[config.mk]
export PLATFORM = sky130hd
export DESIGN_NAME = sync_fifo_mem
export DESIGN_NICKNAME = d
export VERILOG_FILES = /design/src/rtl/sync_fifo_mem_pkg.sv /design/src/rtl/fifo_ram_dp.sv /design/src/rtl/sync_fifo_mem.sv
export SDC_FILE = /design/constraint.sdc
export NUM_CORES = 1
export LEC_CHECK = 0
export ABC_AREA = 0
export ABC_CLOCK_PERIOD_IN_PS = 2300
export CORE_MARGIN = 2
export CORE_UTILIZATION = 54
export DETAILED_ROUTE_END_ITERATION = 16
export PLACE_DENSITY = 0.78
export SYNTH_ARGS = -nofsm -noshare
export SYNTH_HDL_FRONTEND = slang
export SYNTH_SLANG_ARGS = --single-unit
[constraint.sdc]
create_clock -name bclk -period 2.3 [get_ports bclk]
set_input_delay 0.46 -clock bclk [delete_from_list [all_inputs] [get_ports bclk]]
set_output_delay 0.46 -clock bclk [all_outputs]
set_load 0.05 [all_outputs]
[src/rtl/sync_fifo_mem_pkg.sv]
// Shared definitions for the memories-subsystem FIFO: default geometry and access decoding.
// Optional error reporting in sync_fifo_mem is enabled with the SYNC_FIFO_ERR_EN macro.
package sync_fifo_mem_pkg;

  localparam int DEF_DATA_W = 8;
  localparam int DEF_DEPTH  = 16;

  typedef enum logic [1:0] {
    OP_IDLE = 2'd0,
    OP_PUSH = 2'd1,
    OP_POP  = 2'd2,
    OP_BOTH = 2'd3
  } fifo_op_e;

  function automatic fifo_op_e op_of(input logic push, input logic pop);
    return fifo_op_e'({pop, push});
  endfunction

endpackage

[src/rtl/fifo_ram_dp.sv]
// DEPTH x DATA_W storage array: one synchronous write port on bclk, one read port, no reset.
// The read word is registered in sync_fifo_mem so it can be reset and held between pops.
module fifo_ram_dp #(
  parameter int DATA_W = 8,
  parameter int DEPTH  = 16,
  parameter int AW     = 4
) (
  input  logic              bclk,
  input  logic              we,
  input  logic [AW-1:0]     waddr,
  input  logic [DATA_W-1:0] wdata,
  input  logic [AW-1:0]     raddr,
  output logic [DATA_W-1:0] rdata
);

  logic [DATA_W-1:0] mem_r [DEPTH];

  // Storage write port; contents are deliberately left unreset.
  always_ff @(posedge bclk) begin
    if (we) begin
      mem_r[waddr] <= wdata;
    end
  end

  assign rdata = mem_r[raddr];

endmodule

[src/rtl/sync_fifo_mem.sv]
// Single-clock FIFO on bclk with registered read data and registered full/empty/almost-full flags.
// Define SYNC_FIFO_ERR_EN to add sticky ovf_err/unf_err outputs.
module sync_fifo_mem
  import sync_fifo_mem_pkg::*;
#(
  parameter int DATA_W    = DEF_DATA_W,
  parameter int DEPTH     = DEF_DEPTH,
  parameter int AF_THRESH = 12,
  parameter int AW        = $clog2(DEPTH)
) (
  input  logic              bclk,
  input  logic              rst_n,
  input  logic              wr_en,
  input  logic [DATA_W-1:0] wr_data,
  input  logic              rd_en,
  output logic [DATA_W-1:0] rd_data,
  output logic              rd_valid,
  output logic              full,
  output logic              empty,
  output logic              almost_full,
`ifdef SYNC_FIFO_ERR_EN
  output logic              ovf_err,
  output logic              unf_err,
`endif
  output logic [AW:0]       count
);

  localparam logic [AW:0]   CNT_ONE   = (AW+1)'(1);
  localparam logic [AW:0]   CNT_FULL  = (AW+1)'(DEPTH);
  localparam logic [AW:0]   CNT_AF    = (AW+1)'(AF_THRESH);
  localparam logic [AW-1:0] PTR_ONE   = AW'(1);

  logic [AW-1:0]     wr_ptr_r;
  logic [AW-1:0]     rd_ptr_r;
  logic [AW:0]       count_r;
  logic [AW:0]       count_nxt_s;
  logic [DATA_W-1:0] rd_data_r;
  logic [DATA_W-1:0] ram_rdata_s;
  logic              rd_valid_r;
  logic              full_r;
  logic              empty_r;
  logic              almost_full_r;
  logic              push_s;
  logic              pop_s;
  fifo_op_e          op_s;

  // Accesses are qualified by the flags registered at the start of the cycle.
  assign push_s = wr_en & ~full_r;
  assign pop_s  = rd_en & ~empty_r;
  assign op_s   = op_of(push_s, pop_s);

  fifo_ram_dp #(
    .DATA_W (DATA_W),
    .DEPTH  (DEPTH),
    .AW     (AW)
  ) u_ram (
    .bclk  (bclk),
    .we    (push_s),
    .waddr (wr_ptr_r),
    .wdata (wr_data),
    .raddr (rd_ptr_r),
    .rdata (ram_rdata_s)
  );

  // Next occupancy; flags are computed from it so they line up with count.
  always_comb begin
    count_nxt_s = count_r;
    case (op_s)
      OP_PUSH: count_nxt_s = count_r + CNT_ONE;
      OP_POP:  count_nxt_s = count_r - CNT_ONE;
      OP_BOTH: count_nxt_s = count_r;
      OP_IDLE: count_nxt_s = count_r;
      default: count_nxt_s = count_r;
    endcase
  end

  // Pointers, occupancy, flags and the registered read word.
  always_ff @(posedge bclk or negedge rst_n) begin
    if (!rst_n) begin
      wr_ptr_r      <= '0;
      rd_ptr_r      <= '0;
      count_r       <= '0;
      rd_data_r     <= '0;
      rd_valid_r    <= 1'b0;
      full_r        <= 1'b0;
      empty_r       <= 1'b1;
      almost_full_r <= 1'b0;
    end else begin
      if (push_s) begin
        wr_ptr_r <= wr_ptr_r + PTR_ONE;
      end
      if (pop_s) begin
        rd_ptr_r  <= rd_ptr_r + PTR_ONE;
        rd_data_r <= ram_rdata_s;
      end
      rd_valid_r    <= pop_s;
      count_r       <= count_nxt_s;
      full_r        <= (count_nxt_s == CNT_FULL);
      empty_r       <= (count_nxt_s == '0);
      almost_full_r <= (count_nxt_s >= CNT_AF);
    end
  end

`ifdef SYNC_FIFO_ERR_EN
  logic ovf_err_r;
  logic unf_err_r;

  // Sticky misuse flags; only the asynchronous reset clears them.
  always_ff @(posedge bclk or negedge rst_n) begin
    if (!rst_n) begin
      ovf_err_r <= 1'b0;
      unf_err_r <= 1'b0;
    end else begin
      ovf_err_r <= ovf_err_r | (wr_en & full_r);
      unf_err_r <= unf_err_r | (rd_en & empty_r);
    end
  end

  assign ovf_err = ovf_err_r;
  assign unf_err = unf_err_r;
`endif

  assign rd_data     = rd_data_r;
  assign rd_valid    = rd_valid_r;
  assign full        = full_r;
  assign empty       = empty_r;
  assign almost_full = almost_full_r;
  assign count       = count_r;

endmodule

==> summary.txt <==
Global route
  – GRT overflow: 0
  – Largest net degree at the start of global routing: 36
  – Wire length of the first global-routing pass: 19600 um
  – Initial antenna violation count: 0
  – Vias in the first global route: 3498
  – All-layer global routing usage: 21.4%

Setup path
  – Cell type of the slowest stage on the worst timing path: sky130_fd_sc_hd__dfstp_2
  – Worst-path cell chain: nand2b_4, inv_6, ha_4, xor2_2, ha_4, and4b_1, o21ai_2, a41oi_2, xor2_1, a211o_1
  – Worst path bufs/invs: 1
  – Endpoint type of the worst setup path: flop
  – Path type of the worst setup path: flop to flop
  – Crit path top cell by count: sky130_fd_sc_hd__ha_4
  – Category of cells accounting for the largest share of critical-path delay: flip-flops
  – Critical Path AT: 2.59 ns
  – Critical R2R Capture: almost_full
  – Worst Path Max Fanout: 6
  – CP Data Required Time: 2.61 ns
  – Worst flop-to-flop path startpoint: empty
  – Depth of the worst register-to-register path: 10
  – Biggest cell delay along the critical path: 0.54 ns
  – Reg2Reg Setup Slack: 0.02 ns
  – Type of element launching the critical path: flop

Placed design
  – Worst-case setup slack after placement: -0.416 ns
  – Instance area after placement: 0.00694 mm2
  – Number of buffers inserted by port buffering: 28
  – Total half-perimeter wirelength after legalization and detailed placement: 7840 um
  – Global placer's final weighted congestion: 0.796

Power
  – Total power consumption of the routed design: 0.00993 W
  – Maximum ir drop on the vdd rail: 993 uV
  – Power density normalized to cell area: 1320 mW/mm2
  – Pleak: 2.63 nW

Min path
  – Type of the tightest min-delay check: input port to async pin

Clock tree
  – Clock edge transition at the registers on the reported setup and hold paths: 0.07 ns
  – CTS tree: built
  – Clock tree root driver cell: sky130_fd_sc_hd__clkbuf_16
  – Number of H-tree levels: 4
  – Longest Clk Path Bufs: 2
  – Total CTS buffers: 17
  – Hold-fix buffer count after cts: 0
  – Post-cts gate resize count: 3
  – Buffer count from post-CTS setup fixing: 0
  – Latest clock arrival within the worst-skew pair: 0.42 ns
  – Clock Sink Count: 153

Synth
  – Simple logic cell fraction of the synthesized area: 5.37%
  – Number of enable flip-flop cells after synthesis: 128
  – Top-count cell post-synth: sky130_fd_sc_hd__edfxtp_1
  – Unique cell type count in the Yosys netlist: 48
  – Share of synthesized area spent on multiplexers: 14.5%
  – Predominant post-synthesis flop cell: sky130_fd_sc_hd__edfxtp_1
  – Count of yosys warnings during synthesis: 0
  – Combinational family with the most area after synthesis: multiplexers
  – Adder-cell area share of the yosys netlist: 1.39%
  – Share of the synthesized area in the top cell type: 61.1%
  – Cell types with the largest area share after synthesis: sky130_fd_sc_hd__edfxtp_1, sky130_fd_sc_hd__mux4_2, sky130_fd_sc_hd__dfrtp_1, sky130_fd_sc_hd__mux2i_1, sky130_fd_sc_hd__ha_1
  – Mapped Cells: 341
  – Synthesized area per cell: 18.5 um2
  – Compound-cell area share of the yosys netlist: 3.62%
  – Post-synthesis share of cell area spent on xor and xnor gates: 1.81%
  – Proportion of synthesized flip-flops having asynchronous set or reset: 16.3%
  – Dominant cell type by area after synthesis: sky130_fd_sc_hd__edfxtp_1
  – Sequential element share of the synthesized area: 71.0%
  – Net count of the mapped netlist: 360
  – Cell Area, Synth: 0.00629 mm2
  – Flip-flop and latch count after synthesis: 153
  – Post-synth top cells: sky130_fd_sc_hd__edfxtp_1, sky130_fd_sc_hd__mux4_2, sky130_fd_sc_hd__dfrtp_1

Floorplanning
  – Cell row count: 39
  – Die Y: 112 um
  – Area of the core: 0.0114 mm2
  – DIE AREA: 0.0125 mm2
  – Ports: 29
  – Die width: 112 um
  – Effective utilization at floorplan: 55.1%

STA
  – Worst clock skew: 0.0109 ns
  – Number of failing hold endpoints at the final stage: 0
  – Setup slack after layout: 0.0223 ns
  – Setup_tns: 0 ns
  – Share of the cycle needed by the critical path after routing: 99.0%
  – Post-layout minimum cycle time: 2.28 ns
  – Max frequency: 0.439 GHz
  – Unrepaired setup endpoints after global routing: true
  – Number of setup violations in the final report: 0
  – Number of max-slew violations in the final report: 0
  – Least-Margin Pin Slew: 0.620 ns
  – Worst-case headroom to the max-slew limit: 58.5%

Drt
  – Total wire length: 12400 um
  – Wirelength per Cell: 22.1 um
  – Count of unresolved DRC violations after routing: 0
  – Number of routed nets with antenna violations: 0
  – First drt pass iteration count: 4
  – Routed vias/inst: 5.97
  – Via count: 3342
  – Drt first-iter violations: 346

Cells and area
  – Filler cell count: 733
  – Final Core Density: 65.7%
  – Post-Layout Inst Area: 0.00751 mm2
  – Share of cells above drive strength 1: 28.3%
  – Post-layout nets: 423
  – Antenna diode count: 0
  – Layout-stage area growth over the synthesis result: 19.3%

Job
  – Max-cap violations: 0

Outcome
  – Result of the run: finished, final reports clean
==> registers in the layout, summed over array words and instances, names as in the netlist, 4 cells and up <==
| signal | cells |
|---|---|
| rd_data | 8 |
| rd_ptr_r | 4 |
| wr_ptr_r | 4 |
| count | 5 |
| u_ram.mem_r | 128 |
==> final cells by class <==
type | instances | area (um2) | share of cell area, %
Clock buffer | 18 | 429 | 5.72
Clock inverter | 14 | 115 | 1.53
Inverter | 4 | 20.0 | 0.267
Multi-Input combinational cell | 164 | 1710 | 22.8
Sequential cell | 153 | 4470 | 59.6
Tap cell | 143 | 179 | 2.38
Timing Repair Buffer | 64 | 578 | 7.70
==> cell families after synthesis <==
logic type,count (synthesis)
XOR/XNOR,13
AO/OA/AOI/OAI,29
multiplexers,51
AND/OR/NAND/NOR,64
adder cells (fa/ha/maj),7
buffers and inverters,24
flip-flops,153
==> layout by cell type, fill, tap and decap left out, types with 2 or more instances in the layout <==
cell type                         synthesis  layout
sky130_fd_sc_hd__buf_4                    2      34
sky130_fd_sc_hd__a21oi_1                  7       7
sky130_fd_sc_hd__nor2_1                  17      17
sky130_fd_sc_hd__xor2_1                   3       2
sky130_fd_sc_hd__nand4_1                  4       4
sky130_fd_sc_hd__o311ai_1                 2       2
sky130_fd_sc_hd__inv_8                    0       2
sky130_fd_sc_hd__dfrtp_1                 24      23
sky130_fd_sc_hd__ha_4                     0       2
sky130_fd_sc_hd__xnor2_1                 10      10
sky130_fd_sc_hd__a31oi_1                  2       2
sky130_fd_sc_hd__edfxtp_1               128     128
sky130_fd_sc_hd__clkbuf_16                0      17
sky130_fd_sc_hd__clkinv_4                 0       3
sky130_fd_sc_hd__nand3_1                  2       2
sky130_fd_sc_hd__buf_12                   0       2
sky130_fd_sc_hd__nand2_1                 16      16
sky130_fd_sc_hd__nand2b_1                 2       2
sky130_fd_sc_hd__o21ai_1                  7       7
sky130_fd_sc_hd__a211oi_1                 2       2
sky130_fd_sc_hd__dlygate4sd2_1            0       2
sky130_fd_sc_hd__clkinvlp_4               0       3
sky130_fd_sc_hd__ha_1                     7       5
sky130_fd_sc_hd__mux2_2                   3       3
sky130_fd_sc_hd__nor3_1                  12      12
sky130_fd_sc_hd__mux4_2                  32      32
sky130_fd_sc_hd__inv_1                    2       2
sky130_fd_sc_hd__dlymetal6s2s_1           0       2
sky130_fd_sc_hd__clkdlybuf4s50_1          0      24
sky130_fd_sc_hd__mux2i_1                 16      16
sky130_fd_sc_hd__inv_6                    0       5
==> power by group <==
| group | switching, W | internal, W |
|---|---|---|
| Clock | 0.00112 | 0.00140 |
| Combinational | 0.00196 | 0.00157 |
| Sequential | 0.000403 | 0.00347 |
==> per-stage QoR <==
stage	cells	hold WS, ns
6_report	560	0.408
5_1_grt	560	0.440
4_1_cts	560	0.414
3_5_place_dp	528	0.502
3_3_place_gp	528	0.486
2_1_floorplan	341	0.164
==> routing by layer <==
metal	routed length, um	part of all wire [%]	global-route usage [%]	vias up
met5	0	0	0	-
met4	462	3.7	10.4	0
met3	738	6.0	5.61	30
met2	6150	50	34.5	127
met1	5030	41	27.4	1709
li1	-	-	-	1476
==> how the worst max path moves through the flow <==
| stage | startpoint | depth (start not counted) | end | slack, ns |
|---|---|---|---|---|
| 6_report | empty | 10 | almost_full | 0.02 |
| 5_1_grt | empty | 10 | almost_full | -0.09 |
| 2_1_floorplan | empty | 10 | almost_full | -0.22 |
| 4_1_cts | empty | 10 | almost_full | 0.02 |
| 3_5_place_dp | wr_en | 11 | almost_full | -0.42 |
| 3_3_place_gp | wr_en | 10 | almost_full | -0.29 |
Power figures use the tool's default switching activity.
==> RTL change 1 (same flow settings) <==
The option `SYNC_FIFO_ERR_EN` is turned on by a define.
--- a/src/rtl/sync_fifo_mem.sv
+++ b/src/rtl/sync_fifo_mem.sv
@@ -1,4 +1,6 @@
 // Single-clock FIFO on bclk with registered read data and registered full/empty/almost-full flags.
 // Define SYNC_FIFO_ERR_EN to add sticky ovf_err/unf_err outputs.
+`define SYNC_FIFO_ERR_EN
+
 module sync_fifo_mem
   import sync_fifo_mem_pkg::*;
Check against the original RTL (old outputs only; new: ovf_err and unf_err): equivalent (equiv_simple and equiv_induct, registers matched by name and starting in step).
==> RTL change 1 against the unedited design <==
Non-clock buffer count fell by 2; synthesized area rose by 0.44%; total power rose by 2.7%; sequential cell count rose by 2; core utilization rose by 0.61 points; worst setup slack improved by 0.040 ns; first-iteration DRC count fell by 14%; final area rose by 0.93%; combinational power rose by 4%; routed wire length rose by 0.65%; sequential share of layout area rose by 0.11 points.
==> RTL change 1: results (changes against the unedited design) <==
final non-filler cell total: 562 (was 560)
first-pass GRT wire length: 19.7 mm (was 19.6 mm)
VDD IR max: 1.22 mV (was 0.993 mV)
GRT Total Usage: 21.4% (about the same)
initial detailed-routing violation count: 299 (was 346)
synth top area cells: edfxtp_1 61%, mux4_2 11%, dfrtp_1 10% (was edfxtp_1 61%, mux4_2 11%, dfrtp_1 9.5%)
largest net degree at the start of global routing: 36 (unchanged)
Vias: 3332 (was 3342)
Critical Path Max Stage Delay: 0.87 ns (was 0.54 ns)
Hold WS: 0.302 ns (was 0.408 ns)
Synth async-reset ratio: 17.4% (was 16.3%)
HP Class: in2reg (was in2async)
Placement Cell Area: 0.00697 mm^2 (was 0.00694 mm^2)
# nets final: 425 (was 423)
vias in the first global route: 3448 (was 3498)
top post-synthesis cells by count: 128 x edfxtp_1, 32 x mux4_2, 26 x dfrtp_1 (was 128 x edfxtp_1, 32 x mux4_2, 24 x dfrtp_1)
measured slew at the worst slew-check pin: 0.687 ns (was 0.620 ns)
I/O Buffers: 30 (was 28)
drt total wl: 12.5 mm (was 12.4 mm)
status: finished, final reports clean (unchanged)
hpwl dp: 7.69 mm (was 7.84 mm)
cell leakage power: 2.65 nW (was 2.63 nW)
Post-Place Setup Slack: -0.393 ns (was -0.416 ns)
share of post-route cells with drive strength above 1: 26.0% (was 28.3%)
slowest CP cell: clkdlybuf4s50_1 (was dfstp_2)
Crit Path Max Fanout: 9 (was 6)
Synthesized Nets: 364 (was 360)
Top Family by Delay on Critical Path: buffers and inverters (was flip-flops)
CP startpoint: count[3] (was empty)
Seq/Total Area, Yosys: 71.5% (was 71.0%)
Final Skew: 0.00605 ns (was 0.0109 ns)
placer congestion estimate: 0.831 (was 0.796)
[RTL change 1: changes by cell type in the layout (fill, tap and decap cells not counted), moves of 3 or more]
| cell | delta |
|---|---|
| clkdlybuf4s50_1 | +3 |
| buf_4 | -4 |
| inv_6 | -5 |
| clkinv_1 | +3 |
[RTL change 1: how the worst max path moves through the flow]
stage	endpoint	slack, ns	cells past startpoint
after floorplan	almost_full	-0.27	11
after global placement	almost_full	-0.31	11
after detailed placement	empty	-0.39	11
after CTS	empty	0.03	10
after global routing	full	-0.06	10
final	count[3]	0.06	1
[RTL change 1: kinds of logic after synthesis]
logic type | share of synthesized area (%)
AO/OA/AOI/OAI | 3.54
XOR/XNOR | 1.80
adder cells (fa/ha/maj) | 1.39
buffers and inverters | 2.08
AND/OR/NAND/NOR | 5.24
multiplexers | 14.4
flip-flops | 71.5
[RTL change 1: cell type report]
class | count | area [um^2]
clock buffer | 18 | 429
clock inverter | 14 | 130
fill | 758 | 3840
inverter | 4 | 20.0
multi-input combinational | 166 | 1720
sequential | 155 | 4520
tap | 143 | 179
timing repair buffer | 62 | 573
[RTL change 1: repair_timing]
item | CTS | global route
setup endpoints to repair | 0 | 4
gates resized for setup | 0 | 6
buffers inserted | 0 | 3
endpoints found under the hold margin | 0 | 0
[RTL change 1: routing by layer]
layer | track usage (%) | vias up | wire length (um)
met4 | 7.89 | 0 | 178
met1 | 29.3 | 1717 | 5220
met2 | 34.7 | 107 | 6460
met5 | 0 | - | 0
met3 | 4.32 | 19 | 607
li1 | - | 1489 | -
[RTL change 1: where the power goes]
part | leakage (nW) | switching [mW] | internal [mW]
clock | 0.266 | 1.05 | 1.58
sequential | 1.48 | 0.367 | 3.52
combinational | 0.910 | 2.05 | 1.64
==> RTL change 2 (same flow settings) <==
Without the edit above. Remove the case item `OP_PUSH` of the case on `op_s`.
--- a/src/rtl/sync_fifo_mem.sv
+++ b/src/rtl/sync_fifo_mem.sv
@@ -67,5 +67,4 @@
     count_nxt_s = count_r;
     case (op_s)
-      OP_PUSH: count_nxt_s = count_r + CNT_ONE;
       OP_POP:  count_nxt_s = count_r - CNT_ONE;
       OP_BOTH: count_nxt_s = count_r;
Check against the original RTL: not equivalent (Yosys sat finds a counterexample within 4 cycles, from zero or initial values and one cycle with rst_n low).
==> RTL change 2 against the unedited design <==
Final area down 2.6%; critical path depth down 9; clock power up 11%; register-to-register slack better by 0.51 ns; count of clock-buffer cells in the layout up 3; total power down 2.5%; combinational power down 12%; sequential share of layout area up 1.6 points; routed wire length up 6.2%; sequential cell count unchanged; synthesized cell count up 11%; worst setup slack better by 0.050 ns; synthesized area down 2.9%; highest routed layer unchanged.
==> RTL change 2: results (changes against the unedited design) <==
Reg2Reg Depth: 5 (was 10)
Post-Synth XOR/XNOR Area: 1.29% (was 1.81%)
measured slew at the worst slew-check pin: 0.763 ns (was 0.620 ns)
Post-Place Setup Slack: 0.116 ns (was -0.416 ns)
Clock power frac: 28.9% (was 25.4%)
H-tree levels: 4 (unchanged)
Crit Path Max Fanout: 3 (was 6)
cell leakage power: 2.68 nW (was 2.63 nW)
Synth cell types: 32 (was 48)
# nets final: 454 (was 423)
top post-synthesis cells by count: 128 x edfxtp_1, 64 x mux2i_1, 25 x nand3_1 (was 128 x edfxtp_1, 32 x mux4_2, 24 x dfrtp_1)
first-pass GRT wire length: 20.5 mm (was 19.6 mm)
final worst-path cycle share: 96.9% (was 99.0%)
Critical Path End: empty (was almost_full)
hpwl dp: 8.63 mm (was 7.84 mm)
critical path arrival: 1.77 ns (was 2.59 ns)
Top Family by Delay on Critical Path: buffers and inverters (was flip-flops)
Critical Path Max Stage Delay: 0.80 ns (was 0.54 ns)
initial detailed-routing violation count: 265 (was 346)
Final Skew: 0.00815 ns (was 0.0109 ns)
RR Startpoint: rd_ptr_r[1] (was empty)
wire per inst: 22.3 um (was 22.1 um)
Hold WS: 0.350 ns (was 0.408 ns)
final non-filler cell total: 589 (was 560)
Placement Cell Area: 0.00671 mm^2 (was 0.00694 mm^2)
share of post-route cells with drive strength above 1: 14.0% (was 28.3%)
CTS resizes: 0 (was 3)
CP startpoint: empty (unchanged)
compound-cell area share of the yosys netlist: 4.22% (was 3.62%)
GRT Total Usage: 22.7% (was 21.4%)
R2R setup slack: 0.53 ns (was 0.02 ns)
placed cells: 557 (was 528)
Seq group: 3.79 mW (was 3.87 mW)
status: finished, final reports clean (unchanged)
cell count after synthesis: 380 (was 341)
slowest CP cell: clkdlybuf4s50_1 (was dfstp_2)
placer congestion estimate: 0.869 (was 0.796)
mux contribution to synthesized area: 10.5% (was 14.5%)
CTS Buffer Depth: 2 (unchanged)
r2r endpoint: rd_data[0] (was almost_full)
vias in the first global route: 3651 (was 3498)
synth top area cells: edfxtp_1 63%, mux2i_1 10%, dfrtp_1 9.8% (was edfxtp_1 61%, mux4_2 11%, dfrtp_1 9.5%)
VDD IR max: 1.07 mV (was 0.993 mV)
Seq/Total Area, Yosys: 73.1% (was 71.0%)
max reg flops: 128 (unchanged)
Net Sw Power: 3.27 mW (was 3.49 mW)
Vias: 3462 (was 3342)
Synthesized Nets: 398 (was 360)
switching power share of the total: 33.7% (was 35.1%)
Fillers: 738 (was 733)
adder and majority gate portion of the synthesized area: 1.23% (was 1.39%)
[RTL change 2: changes by cell type in the layout (fill, tap and decap cells not counted), moves of 7 or more]
cell     delta
mux4_2     -32
and2_1     +17
nand2_1     +8
nand3_1    +23
a22oi_1    +24
nor3_1     -10
mux2i_1    +48
buf_4      -10
nor2_1     -13
o21ai_1     -7
[RTL change 2: metal layers]
layer | GRT usage, % | share of wire [%] | up-vias
met3 | 7.30 | 6.3 | 22
li1 | - | - | 1553
met1 | 29.2 | 41 | 1756
met2 | 36.9 | 50 | 131
met5 | 0 | 0 | -
met4 | 7.50 | 2.0 | 0
[RTL change 2: area by class of cell]
type | count | area, um^2 | area share [%]
Clock buffer | 21 | 460 | 6.30
Inverter | 6 | 27.5 | 0.376
Timing Repair Buffer | 54 | 500 | 6.84
Tap cell | 140 | 175 | 2.40
Multi-Input combinational cell | 204 | 1530 | 20.9
Clock inverter | 11 | 146 | 2.00
Sequential cell | 153 | 4470 | 61.2
